`config.mk`:
```
export PLATFORM = sky130hd
export DESIGN_NAME = fight_health_tracker_flat
export DESIGN_NICKNAME = d
export VERILOG_FILES = /design/src/rtl/fight_health_tracker_if.sv /design/src/rtl/fight_health_tracker.sv /design/src/flat_wrapper.sv
export SDC_FILE = /design/constraint.sdc
export NUM_CORES = 1
export LEC_CHECK = 0
export ABC_AREA = 1
export ABC_CLOCK_PERIOD_IN_PS = 6060
export CAP_MARGIN = 15
export CORE_MARGIN = 4
export CORE_UTILIZATION = 45
export CTS_CLUSTER_DIAMETER = 100
export DETAILED_ROUTE_END_ITERATION = 10
export PLACE_DENSITY = 0.7
export SLEW_MARGIN = 20
export SYNTH_ARGS = -nofsm -noshare
export SYNTH_HDL_FRONTEND = slang
export SYNTH_SLANG_ARGS = --single-unit
```
`constraint.sdc`:
```
create_clock -name Clk -period 6.06 [get_ports Clk]
set_input_delay 1.212 -clock Clk [delete_from_list [all_inputs] [get_ports Clk]]
set_output_delay 1.212 -clock Clk [all_outputs]
set_load 0.01 [all_outputs]
```
`src/rtl/fight_health_tracker_if.sv`:
```
// Game-flag / status bundle between the movement+collision logic and the
// round/health tracker. master = upstream flag source, slave = tracker.
interface fight_health_tracker_if #(
  parameter int HW = 7
);
  logic          start;
  logic          collision;
  logic          punch, kick, crouchpunch;
  logic          punch2, kick2, crouchpunch2;
  logic          block, block2;
  logic          ballcollision, ballcollision2;
  logic [HW-1:0] health1, health2;
  logic [1:0]    state;
  logic [1:0]    winner;
  logic          freeze;
  logic          game_over;

  modport master (
    output start, collision, punch, kick, crouchpunch,
           punch2, kick2, crouchpunch2, block, block2,
           ballcollision, ballcollision2,
    input  health1, health2, state, winner, freeze, game_over
  );

  modport slave (
    input  start, collision, punch, kick, crouchpunch,
           punch2, kick2, crouchpunch2, block, block2,
           ballcollision, ballcollision2,
    output health1, health2, state, winner, freeze, game_over
  );
endinterface

```
`src/rtl/fight_health_tracker.sv`:
```
// Round/health bookkeeping: per-player health with i-frames, chip damage and
// saturating subtraction, plus the IDLE/FIGHT/KO/DONE round machine. Game
// logic advances once per frame tick taken from the synchronised VGA_VS edge.
// Optional passive regen is built in when HEALTH_REGEN_EN is defined.
module fight_health_tracker #(
  parameter int HW           = 7,
  parameter int MAX_HEALTH   = 100,
  parameter int MELEE_DMG    = 5,
  parameter int BALL_DMG     = 10,
  parameter int CHIP_DMG     = 1,
  parameter int IFRAMES      = 30,
  parameter int KO_FRAMES    = 180,
  parameter int REGEN_FRAMES = 120
) (
  input  logic                   Clk,
  input  logic                   Reset_n,
  input  logic                   frame_clk,
  fight_health_tracker_if.slave  bus
);
  localparam int NP = 2;  // index 0 = P1, 1 = P2
  localparam int IW = (IFRAMES > 0) ? $clog2(IFRAMES + 1) : 1;
  localparam int KW = (KO_FRAMES > 0) ? $clog2(KO_FRAMES + 1) : 1;
  localparam logic [HW-1:0] MAX_H   = HW'(MAX_HEALTH);
  localparam logic [HW-1:0] MELEE_W = HW'(MELEE_DMG);
  localparam logic [HW-1:0] BALL_W  = HW'(BALL_DMG);
  localparam logic [HW-1:0] CHIP_W  = HW'(CHIP_DMG);
  localparam logic [IW-1:0] IF_LOAD = IW'(IFRAMES);
  localparam logic [KW-1:0] KO_LOAD = KW'(KO_FRAMES);
  localparam bit CFG_OK = (MAX_HEALTH < (2 ** HW)) && (MAX_HEALTH > 0) &&
                          (KO_FRAMES > 0) && (REGEN_FRAMES > 0) &&
                          (IFRAMES >= 0);

  typedef enum logic [1:0] {
    S_IDLE  = 2'd0,
    S_FIGHT = 2'd1,
    S_KO    = 2'd2,
    S_DONE  = 2'd3
  } state_t;

  state_t                  state_q;
  logic [NP-1:0][HW-1:0]   health_q, health_nx;
  logic [NP-1:0][IW-1:0]   iframe_q, iframe_nx;
  logic [NP-1:0]           melee_hit, ball_hit, blk, take, dead;
  logic [KW-1:0]           ko_cnt;
  logic [1:0]              winner_q;
  logic                    freeze_q, game_over_q;
  logic                    fs1, fs2, fs3;
  logic                    tick;

  // One-cycle pulse on the synchronised rising edge of frame_clk.
  assign tick = fs2 & ~fs3;

  // Incoming hits per victim: P1 is hit by P2's attacks and vice versa.
  assign melee_hit[0] = bus.collision & (bus.punch2 | bus.kick2 | bus.crouchpunch2);
  assign melee_hit[1] = bus.collision & (bus.punch  | bus.kick  | bus.crouchpunch);
  assign ball_hit     = {bus.ballcollision, bus.ballcollision2};
  assign blk          = {bus.block2, bus.block};

  for (genvar p = 0; p < NP; p++) begin : g_plr
    logic [HW-1:0] dmg, h_dmg;

    // A hit only lands when the victim's i-frame window has expired.
    assign take[p] = (melee_hit[p] | ball_hit[p]) && (iframe_q[p] == '0);
    // Blocking overrides the hit type; a ball beats melee on the same tick.
    assign dmg     = blk[p] ? CHIP_W : (ball_hit[p] ? BALL_W : MELEE_W);
    assign h_dmg   = !take[p]              ? health_q[p] :
                     (health_q[p] > dmg)   ? health_q[p] - dmg : '0;
    assign iframe_nx[p] = take[p]               ? IF_LOAD :
                          (iframe_q[p] != '0)   ? iframe_q[p] - 1'b1 : '0;
    assign dead[p] = (health_nx[p] == '0);

`ifdef HEALTH_REGEN_EN
    localparam int RW = $clog2(REGEN_FRAMES + 1);
    logic [RW-1:0] regen_cnt;
    logic          regen_due;

    // Regen fires on the tick where the undamaged-streak count would reach
    // REGEN_FRAMES; health < MAX keeps the +1 from overshooting.
    assign regen_due = (state_q == S_FIGHT) && !take[p] &&
                       (health_q[p] < MAX_H) &&
                       (regen_cnt == RW'(REGEN_FRAMES - 1));
    assign health_nx[p] = regen_due ? health_q[p] + 1'b1 : h_dmg;

    // Undamaged-tick streak counter; only runs inside a round.
    always_ff @(posedge Clk or negedge Reset_n) begin
      if (!Reset_n) begin
        regen_cnt <= '0;
      end else if (tick) begin
        if (state_q != S_FIGHT || take[p] || regen_due) regen_cnt <= '0;
        else if (health_q[p] < MAX_H)                     regen_cnt <= regen_cnt + 1'b1;
      end
    end
`else
    assign health_nx[p] = h_dmg;
`endif
  end

  // Frame-edge synchroniser and round state machine with registered outputs.
  always_ff @(posedge Clk or negedge Reset_n) begin
    if (!Reset_n) begin
      fs1         <= 1'b0;
      fs2         <= 1'b0;
      fs3         <= 1'b0;
      state_q     <= S_IDLE;
      health_q    <= {NP{MAX_H}};
      iframe_q    <= '0;
      ko_cnt      <= '0;
      winner_q    <= 2'd0;
      freeze_q    <= 1'b0;
      game_over_q <= 1'b0;
    end else begin
      fs1 <= frame_clk;
      fs2 <= fs1;
      fs3 <= fs2;
      if (tick) begin
        case (state_q)
          S_IDLE: begin
            health_q <= {NP{MAX_H}};
            winner_q <= 2'd0;
            if (bus.start) begin
              state_q  <= S_FIGHT;
              iframe_q <= '0;
            end
          end
          S_FIGHT: begin
            health_q <= health_nx;
            iframe_q <= iframe_nx;
            if (|dead) begin
              // {P1 dead, P2 dead} maps straight onto 1=P1 wins, 2=P2, 3=draw
              winner_q <= {dead[0], dead[1]};
              state_q  <= S_KO;
              ko_cnt   <= KO_LOAD;
              freeze_q <= 1'b1;
            end
          end
          S_KO: begin
            // Leave on the tick that exhausts the count, so KO lasts KO_FRAMES ticks.
            if (ko_cnt <= KW'(1)) begin
              ko_cnt      <= '0;
              state_q     <= S_DONE;
              game_over_q <= 1'b1;
            end else begin
              ko_cnt <= ko_cnt - 1'b1;
            end
          end
          S_DONE: begin
            if (!bus.start) begin
              state_q     <= S_IDLE;
              health_q    <= {NP{MAX_H}};
              winner_q    <= 2'd0;
              freeze_q    <= 1'b0;
              game_over_q <= 1'b0;
            end
          end
          default: state_q <= S_IDLE;
        endcase
      end
    end
  end

  assign bus.health1   = health_q[0];
  assign bus.health2   = health_q[1];
  assign bus.state     = state_q;
  assign bus.winner    = winner_q;
  assign bus.freeze    = freeze_q;
  assign bus.game_over = game_over_q;

  // Unusable parameter sets trip on the first clock after reset.
  cfg_chk: assert property (@(posedge Clk) disable iff (!Reset_n) CFG_OK);

endmodule

```
`src/flat_wrapper.sv`:
```
// flat-port wrapper written by rule: the top's interface ports become plain ports
module fight_health_tracker_flat 
#(
  parameter int HW           = 7,
  parameter int MAX_HEALTH   = 100,
  parameter int MELEE_DMG    = 5,
  parameter int BALL_DMG     = 10,
  parameter int CHIP_DMG     = 1,
  parameter int IFRAMES      = 30,
  parameter int KO_FRAMES    = 180,
  parameter int REGEN_FRAMES = 120
)
  (Clk, Reset_n, frame_clk, bus_start, bus_collision, bus_punch, bus_kick, bus_crouchpunch, bus_punch2, bus_kick2, bus_crouchpunch2, bus_block, bus_block2, bus_ballcollision, bus_ballcollision2, bus_health1, bus_health2, bus_state, bus_winner, bus_freeze, bus_game_over);
  fight_health_tracker_if #(.HW(HW)) bus_i ();
  input  logic Clk;
  input  logic Reset_n;
  input  logic frame_clk;
  input wire logic [$bits(bus_i.start)-1:0] bus_start;
  input wire logic [$bits(bus_i.collision)-1:0] bus_collision;
  input wire logic [$bits(bus_i.punch)-1:0] bus_punch;
  input wire logic [$bits(bus_i.kick)-1:0] bus_kick;
  input wire logic [$bits(bus_i.crouchpunch)-1:0] bus_crouchpunch;
  input wire logic [$bits(bus_i.punch2)-1:0] bus_punch2;
  input wire logic [$bits(bus_i.kick2)-1:0] bus_kick2;
  input wire logic [$bits(bus_i.crouchpunch2)-1:0] bus_crouchpunch2;
  input wire logic [$bits(bus_i.block)-1:0] bus_block;
  input wire logic [$bits(bus_i.block2)-1:0] bus_block2;
  input wire logic [$bits(bus_i.ballcollision)-1:0] bus_ballcollision;
  input wire logic [$bits(bus_i.ballcollision2)-1:0] bus_ballcollision2;
  output wire logic [$bits(bus_i.health1)-1:0] bus_health1;
  output wire logic [$bits(bus_i.health2)-1:0] bus_health2;
  output wire logic [$bits(bus_i.state)-1:0] bus_state;
  output wire logic [$bits(bus_i.winner)-1:0] bus_winner;
  output wire logic [$bits(bus_i.freeze)-1:0] bus_freeze;
  output wire logic [$bits(bus_i.game_over)-1:0] bus_game_over;
  assign bus_i.start = bus_start;
  assign bus_i.collision = bus_collision;
  assign bus_i.punch = bus_punch;
  assign bus_i.kick = bus_kick;
  assign bus_i.crouchpunch = bus_crouchpunch;
  assign bus_i.punch2 = bus_punch2;
  assign bus_i.kick2 = bus_kick2;
  assign bus_i.crouchpunch2 = bus_crouchpunch2;
  assign bus_i.block = bus_block;
  assign bus_i.block2 = bus_block2;
  assign bus_i.ballcollision = bus_ballcollision;
  assign bus_i.ballcollision2 = bus_ballcollision2;
  assign bus_health1 = bus_i.health1;
  assign bus_health2 = bus_i.health2;
  assign bus_state = bus_i.state;
  assign bus_winner = bus_i.winner;
  assign bus_freeze = bus_i.freeze;
  assign bus_game_over = bus_i.game_over;
  fight_health_tracker #(.HW(HW), .MAX_HEALTH(MAX_HEALTH), .MELEE_DMG(MELEE_DMG), .BALL_DMG(BALL_DMG), .CHIP_DMG(CHIP_DMG), .IFRAMES(IFRAMES), .KO_FRAMES(KO_FRAMES), .REGEN_FRAMES(REGEN_FRAMES)) u_core (.Clk(Clk), .Reset_n(Reset_n), .frame_clk(frame_clk), .bus(bus_i));
endmodule
```
== After elaboration in Yosys (flattened, before gate mapping) ==
Cells that the tools add are included.
Cells by class
  add/subtract/negate cells: 5
  $mul: 0
  div/mod/pow operators: 0
  shift operators: 0
  bitwise gates (word level): 10
  muxes and demuxes: 31
  eq/ne operators: 7
  reduce and logical (&&, ||, !) cells: 22
  order comparisons: 3
Operators with widths (number)
  two-way mux 7 bit: 6
  case mux 14 bit (3 select lines): 1
  two-way mux 5 bit: 4
  case mux 10 bit (2 select lines): 1
  two-way mux 8 bit: 2
  case mux 8 bit (2 select lines): 1
  > comparator 7 bit: 2
  zero test 7 bit: 2
  two-way mux 14 bit: 1
  subtractor 7 bit: 2
  AND reduction 4 bit: 3
  zero test 5 bit: 2
  two-way mux 10 bit: 1
  two-way mux 2 bit: 5
  nonzero test 5 bit: 2
  subtractor 5 x 1 -> 5 bit (second input constant): 2
  AND reduction 3 bit: 3
  <= comparator 8 x 1 -> 1 bit (second input constant): 1
  two-way mux 4 bit: 2
  case mux 2 bit (4 select lines): 1
  nonzero test 2 bit: 4
  subtractor 8 x 1 -> 8 bit (second input constant): 1
  bitwise OR 1 bit: 6
  case mux 2 bit (3 select lines): 1
  other kinds (13): 22
Storage, ports and cells
  bits in writable memories: 0
  memories kept: 0
  memory bits (read-only): 0
  register bits after elaboration: 41
  latch bits: 0
  input port bits: 15

== Longest topological paths before layout ==
Gate-level depths: netlist of run 1.
  depth after elaboration: 10
  gate-level depth with buffers: 20
  depth with buffers taken out: 20

== Worst setup path after synthesis of run 1 ==
Ideal clock, no wire load.
  path kind: input to register
  from: input bus_ballcollision
  to: register u_core.ko_cnt[6]
  path buffers: 1
  slack: 2.756 ns
  arrival: 3.186 ns
  cell stages on the path: 19
  cell sequence: inv_1 nor2_1 inv_1 ha_1 fa_1 inv_1 nand3_1 nand2_1 nand3b_1 nand2_1 nand3_1 nand2_1 nor2_1 nand2_2 nand3_4 nand2_4 buf_12 nand2_2 o21ai_2
On the way
  cells in the longest elaborated chain, start to end: 9
RTL lines
  start: declaration: line flat_wrapper.sv:28  | input wire logic [$bits(bus_i.ballcollision)-1:0] bus_ballcollision;
  two-way mux 4 bit: line fight_health_tracker.sv:65  | assign dmg = blk[p] ? CHIP_W : (ball_hit[p] ? BALL_W : MELEE_W);
  two-way mux 7 bit: line fight_health_tracker.sv:65
  subtractor 7 bit / > comparator 7 bit (equally long branches): line fight_health_tracker.sv:67  | (health_q[p] > dmg) ? health_q[p] - dmg : '0;
  two-way mux 7 bit: line fight_health_tracker.sv:67
  two-way mux 7 bit *: line fight_health_tracker.sv:66  | assign h_dmg = !take[p] ? health_q[p] :
  zero test 7 bit *: line fight_health_tracker.sv:70  | assign dead[p] = (health_nx[p] == '0);
  OR reduction 2 bit *: line fight_health_tracker.sv:128  | if (|dead) begin
  != test 2 x 1 -> 1 bit (no source line) *
  AND reduction 3 bit (no source line) *
  end signal: assignment: line fight_health_tracker.sv:143  | ko_cnt <= ko_cnt - 1'b1;
  end: declaration: line fight_health_tracker.sv:44  | logic [KW-1:0] ko_cnt;
Mark *: on every way between the ends. The rest lies on a longest branch, timed or not.
A chain may end at the register's enable or synchronous reset.

== Final worst setup path of run 1 ==
  from: input bus_ballcollision
  to: register u_core.ko_cnt[2]
The elaborated chain is that of the path after synthesis.

==> results.yml, run 1 <==
worst_setup_path:
  r2r_slack_ns: 3.13
  path_buf_inv: 4
  crit_path_end: "u_core.ko_cnt[2]$_DFFE_PN0P_"
  reg2regPathDepth: 8
  max_stage_delay_ns: 0.48
  arrival_ns: 3.89
  path_cells: "clkdlybuf4s50_1 > inv_1 > nor2_1 > inv_1 > ha_1 > fa_1 > inv_1 > nand3_1 > nand2_1 > nand3b_1 > nand2_1 > nand3_1 > nand2_1 > nor2_1 > nand2_2 > nand3_4 > nand2_4 > nand2_1 > o21ai_2"
  crit-reg2reg-capture: "u_core.bus.health1[3]$_DFFE_PN0P_"
  worstReg2RegStart: "u_core.bus.state[0]$_DFFE_PN0P_"
  cp_common_cell: "nand2_1"
  worst-path-max-fanout: 15
  crit_path_start: "bus_ballcollision"
  cp.depth: 19
  worstSetupEndpointType: "flop"
  critPathRequiredTime_ns: 6.25
  slowest_stage: "clkdlybuf4s50_1"
  start_kind: "primary input"
  critPathKind: "primary input to flop"
  critPathTopFamily: "simple AND/OR/NAND/NOR gates"
timing:
  fin_crit_ns: 3.705
  slew_viol_final: 0
  hold_ws_ns: 0.3511
  fin_crit_sh_pct: 61.14
  rsz0062_at_grt: "false"
  worst_slew_pin_slew_ns: 0.8924
  final_hold_viol_count: 0
  tns_ns: 0
  setup_viol: 0
  max_slew_margin_pct: 40.50
  max_freq_ghz: 0.2699
  setup_slack_ns: 2.355
  finClkSkew_ns: 0.01350
finish:
  drive_gt1_share_pct: 14.93
  fillers: 645
  syn_to_final_growth_pct: 16.50
  diodes: 0
  fin_util_pct: 54.84
  final_nets: 477
  stdcell_count: 519
synth:
  syn_area_um2: 3040
  yosys_most_used_dff: "dfrtp_1"
  synth_top_area_share_pct: 28.81
  synth_commonest_cells: "nand2_1 (94), inv_1 (56), nor2_1 (38)"
  yosysSeqAreaShare_pct: 33.99
  yosys_warnings: 0
  synthCells: 407
  syn_nets: 443
  synth_edf_count: 0
  yosys.cell_types.count: 40
  async_flop_share_pct: 100.0
  yosys-top-cells-area: "dfrtp_1 (29%), nand2_1 (12%), ha_1 (7.8%)"
  synth.avg_cell_area_um2: 7.470
  ys_ff_latch: 41
  yosys.area.top_type: "dfrtp_1"
  yosysMostFrequentCell: "nand2_1"
routing:
  drc: 0
  antenna_left: 0
  num_vias: 2667
  firstDrtPassIters: 5
  finalWirelength_um: 6497
  drtIter0Drc: 78
  wl_per_cell_um: 12.52
  viasPerCell: 5.139
cts:
  clk_pin_slew_ns: 0.08
  hold_buffers: 0
  root_buffer: "clkbuf_8"
  cts-resized-gates: 0
  cts_buffers: 5
  cts.path.max_buffers: 2
  htree_levels: 2
  clock-sinks: 41
  cts_tree: "done"
  post_cts_buffers: 0
  insertion_delay_ns: 0.30
global_route:
  antenna_found_initial: 0
  grt_start_max_net_pins: 42
  grt_pass1_wl_um: 11730
  grt_overflow_total: 0
  grt_pass1_vias: 2657
  grtUsageTotal_pct: 16.95
placed_design:
  pre_cts_ws_ns: 2.048
  place_congestion: 0.8445
  place_inst: 511
  dp_hpwl_um: 5025
  portBuffers: 34
floorplanning:
  num_io_pins: 35
  start_util_pct: 47.07
  die_y_um: 90.20
  die-area_um2: 8135
  dieWidth_um: 90.20
  core-area_um2: 6459
  num_rows: 29
run_status:
  status: "completed"
flow_run:
  max-cap-violations: 0
pwr:
  leakagePower_nw: 1.754
  peakVddDrop_mv: 0.2677
  p_per_area_nw_per_um2: 461.2
worst_hold_path:
  hold_path.class: "flop to flop"
cell type report:
cell class / count / area, µm² / share of cell area, %
flip-flops and latches: 41 / 1033 / 29.18
inverters: 65 / 249.0 / 7.029
clock inverters: 2 / 37.54 / 1.060
multi-input cells: 294 / 1708 / 48.22
repair buffers: 34 / 335.3 / 9.467
clock buffers: 6 / 82.58 / 2.331
well taps: 77 / 96.34 / 2.720
flip-flops by register name, summed over array words and instances (netlist names):
signal,count
u_core.bus.game_over,1
u_core.bus.freeze,1
u_core.iframe_q,10
u_core.bus.health2,7
u_core.ko_cnt,8
u_core.fs3,1
u_core.fs1,1
u_core.bus.state,2
u_core.bus.health1,7
u_core.fs2,1
u_core.bus.winner,2
logic make-up after synthesis:
group	Yosys count	share of synthesized area, %
buf+inv	72	9.959
compound gates	57	12.14
fa+ha+maj	21	9.136
simple gates	207	32.18
flops	41	33.99
xor+xnor	9	2.593
per-stage QoR:
step / power (mW) / cell area [µm²]
2_1_floorplan: 1.167 / 3040
3_3_place_gp: 1.381 / 3418
3_5_place_dp: 1.400 / 3418
4_1_cts: 1.646 / 3538
5_1_grt: 1.799 / 3542
6_report: 1.634 / 3542
power by group:
part	internal (mW)	switching [mW]	leakage, nW
clock	0.134	0.0991	0.0574
sequential	0.372	0.0942	0.520
combinational	0.380	0.555	1.18
total	0.886	0.748	1.75
cells in the final DEF, fill, tap and decap left out, types with 2 or more instances in the layout:
cell type and n:
nand2_1 94, inv_1 56, nor2_1 38, dfrtp_1 35
clkdlybuf4s50_1 33, nand3_1 32, ha_1 19, o21ai_0 17
nand2_2 12, o22ai_1 10, a21oi_1 9, xor2_1 8
inv_2 8, o21ai_2 7, clkbuf_8 6, dfstp_2 6
nor2_2 5, nand4_1 5, nor3_1 4, or2_2 3
nand3_2 3, nor2_4 3, nand2_4 3, a21oi_2 3
o21a_1 2, nand3b_1 2, o2bb2ai_1 2, a22oi_1 2
a21o_1 2, fa_1 2
worst register-to-register path, delay by kind of cell, from the launching register on:
| kind | cells | cell delay (ns) |
|---|---|---|
| flops | 1 | 0.44 |
| simple gates | 2 | 1.09 |
| buf+inv | 3 | 0.72 |
| compound gates | 2 | 0.31 |
| fa+ha+maj | 1 | 0.32 |
layer usage:
| layer | up-vias | global-route usage (%) | wire (µm) |
|---|---|---|---|
| met5 | - | 0 | 0 |
| met4 | 0 | 4.337 | 60 |
| met3 | 5 | 3.088 | 201 |
| met2 | 39 | 28.25 | 3044 |
| met1 | 1253 | 22.71 | 3191 |
| li1 | 1370 | - | - |
worst min path at each step:
stage	from	to	cells after the start
final	u_core.fs1$_DFF_PN0_	u_core.fs2$_DFF_PN0_	0
after global routing	u_core.fs1$_DFF_PN0_	u_core.fs2$_DFF_PN0_	0
after CTS	u_core.fs1$_DFF_PN0_	u_core.fs2$_DFF_PN0_	0
after detailed placement	u_core.fs1$_DFF_PN0_	u_core.fs2$_DFF_PN0_	0
after global placement	u_core.fs1$_DFF_PN0_	u_core.fs2$_DFF_PN0_	0
after floorplan	u_core.fs1$_DFF_PN0_	u_core.fs2$_DFF_PN0_	0
No activity file was read; power rests on OpenSTA's default activity.
==> inputs of run 2 (changes only) <==
Settings changed: ABC_CLOCK_PERIOD_IN_PS 6060 to 3100, PLACE_DENSITY 0.7 to 0.73.
Clock period 6.06 ns to 3.1 ns, I/O delays scaled along.
==> results.yml, run 2 (synthesis gave the netlist of run 1 again) <==
run_status:
  status: "completed"
cts:
  cts_tree: "done"
  cts_buffers: 5
  htree_levels: 2
  clk_pin_slew_ns: 0.08
  root_buffer: "clkbuf_8"
  hold_buffers: 0
  cts.path.max_buffers: 2
  insertion_delay_ns: 0.30
  clock-sinks: 41
routing:
  drtIter0Drc: 100
  wl_per_cell_um: 12.69
  drc: 0
  viasPerCell: 5.133
  antenna_left: 0
  finalWirelength_um: 6865
  num_vias: 2777
  firstDrtPassIters: 4
pwr:
  p_per_area_nw_per_um2: 891.3
  leakagePower_nw: 1.855
  peakVddDrop_mv: 0.4245
  finalPower_mw: 3.329
finish:
  diodes: 0
  final_common_cell: "nand2_1"
  final_nets: 499
  largest_register: "u_core.iframe_q"
  largest_reg_flops: 10
  syn_to_final_growth_pct: 22.84
  drive_gt1_share_pct: 20.91
  final_cell_mix: "nand2_1 (88), inv_1 (56), nor2_1 (37)"
  reg_top3: "u_core.iframe_q: 10 flops, u_core.ko_cnt: 8 flops"
  final_area_um2: 3735
floorplanning:
  die-area_um2: 8135
  start_util_pct: 47.07
  num_io_pins: 35
  dieWidth_um: 90.20
  die_y_um: 90.20
  core-area_um2: 6459
  num_rows: 29
timing:
  slew_viol_final: 0
  fin_crit_ns: 2.922
  max_slew_margin_pct: 39.76
  max_freq_ghz: 0.3422
  final_hold_viol_count: 0
  fin_crit_sh_pct: 94.26
  setup_viol: 0
  worst_slew_pin_slew_ns: 0.9036
  finClkSkew_ns: 0.01290
global_route:
  antenna_found_initial: 0
  grt_overflow_total: 0
  grt_start_max_net_pins: 42
  grt_pass1_wl_um: 11700
  grt_pass1_vias: 2635
  grtUsageTotal_pct: 17.02
worst_setup_path:
  critPathKind: "primary input to flop"
  arrival_ns: 3.12
  critPathRequiredTime_ns: 3.30
  worst-path-max-fanout: 7
  start_kind: "primary input"
  r2r_slack_ns: 0.66
  worstSetupEndpointType: "flop"
placed_design:
  placed_area_um2: 3568
  portBuffers: 34
  place_congestion: 0.8889
  dp_hpwl_um: 5162
flow_run:
  max-cap-violations: 0
worst_hold_path:
  hold_path.class: "flop to flop"
-- run 2: power by group --
group | leakage, nW | total (mW) | internal [mW] | switching (mW)
Sequential | 0.520 | 0.917 | 0.727 | 0.190
Combinational | 1.28 | 2.02 | 0.872 | 1.14
Clock | 0.0542 | 0.397 | 0.202 | 0.195
Total | 1.86 | 3.33 | 1.80 | 1.53
-- run 2: routing by layer --
| metal | routed length, µm | part of all wire [%] | vias up | track usage (%) |
|---|---|---|---|---|
| li1 | - | - | 1414 | - |
| met1 | 3170 | 46 | 1306 | 22.83 |
| met2 | 3360 | 49 | 49 | 27.94 |
| met3 | 257 | 3.7 | 8 | 3.506 |
| met4 | 77 | 1.1 | 0 | 4.592 |
| met5 | 0 | 0 | - | 0 |
-- run 2: cell type report --
cell class | count | area [µm²]
clock inverter | 1 | 5.005
multi-input combinational | 295 | 1762
timing repair buffer | 55 | 493.0
tap | 77 | 96.34
inverter | 65 | 249.0
sequential | 41 | 1033
fill | 610 | 2724
clock buffer | 7 | 96.34
-- run 2: critical path, stage by stage --
cell,delay (ns)
clkdlybuf4s50_1,0.47
inv_1,0.06
nor2_2,0.11
inv_1,0.07
buf_4,0.15
ha_1,0.30
nand3_2,0.10
nand2_2,0.10
nand2_1,0.06
nand2_1,0.11
nand2_2,0.08
nand2_2,0.09
nand3_1,0.11
nand2_1,0.08
nor2_1,0.05
nand2_2,0.10
nand3_4,0.16
buf_4,0.18
nand3_1,0.05
nand2_1,0.05
-- run 2: path summary, 6_finish.rpt --
check,to,cells past startpoint,start
min in group asynchronous,u_core.ko_cnt[4]$_DFFE_PN0P_,1,Reset_n
max in group asynchronous,u_core.bus.health1[4]$_DFFE_PN0P_,1,Reset_n
worst min-delay path,u_core.fs2$_DFF_PN0_,0,u_core.fs1$_DFF_PN0_
worst min register to register,u_core.fs2$_DFF_PN0_,0,u_core.fs1$_DFF_PN0_
worst max register to register,u_core.ko_cnt[5]$_DFFE_PN0P_,17,u_core.bus.health1[0]$_DFFE_PN0P_
worst max-delay path,u_core.ko_cnt[5]$_DFFE_PN0P_,20,bus_ballcollision
-- run 2: stage by stage --
step	cells	setup TNS (ns)	setup slack (ns)	util, %	hold WS (ns)
after global routing	541	-0.09718	-0.02619	57.83	0.3765
after detailed placement	531	-1.561	-0.1805	55.25	0.3529
after CTS	539	0	0.1262	56.82	0.3700
after global placement	531	-0.5600	-0.07745	55.25	0.3339
final	541	0	0.1779	57.83	0.3710
after floorplan	407	0	0.3876	-	0.3244
-- run 2: what timing repair did --
item,CTS,global route
setup endpoints to repair,0,13
gates resized for setup,0,11
buffers inserted,0,1
==> inputs of run 3 (changes only) <==
Settings changed: ABC_CLOCK_PERIOD_IN_PS 3100 to unset.
==> results of run 3 <==
No change in the layout: final DEF, timing and power equal those of run 2.
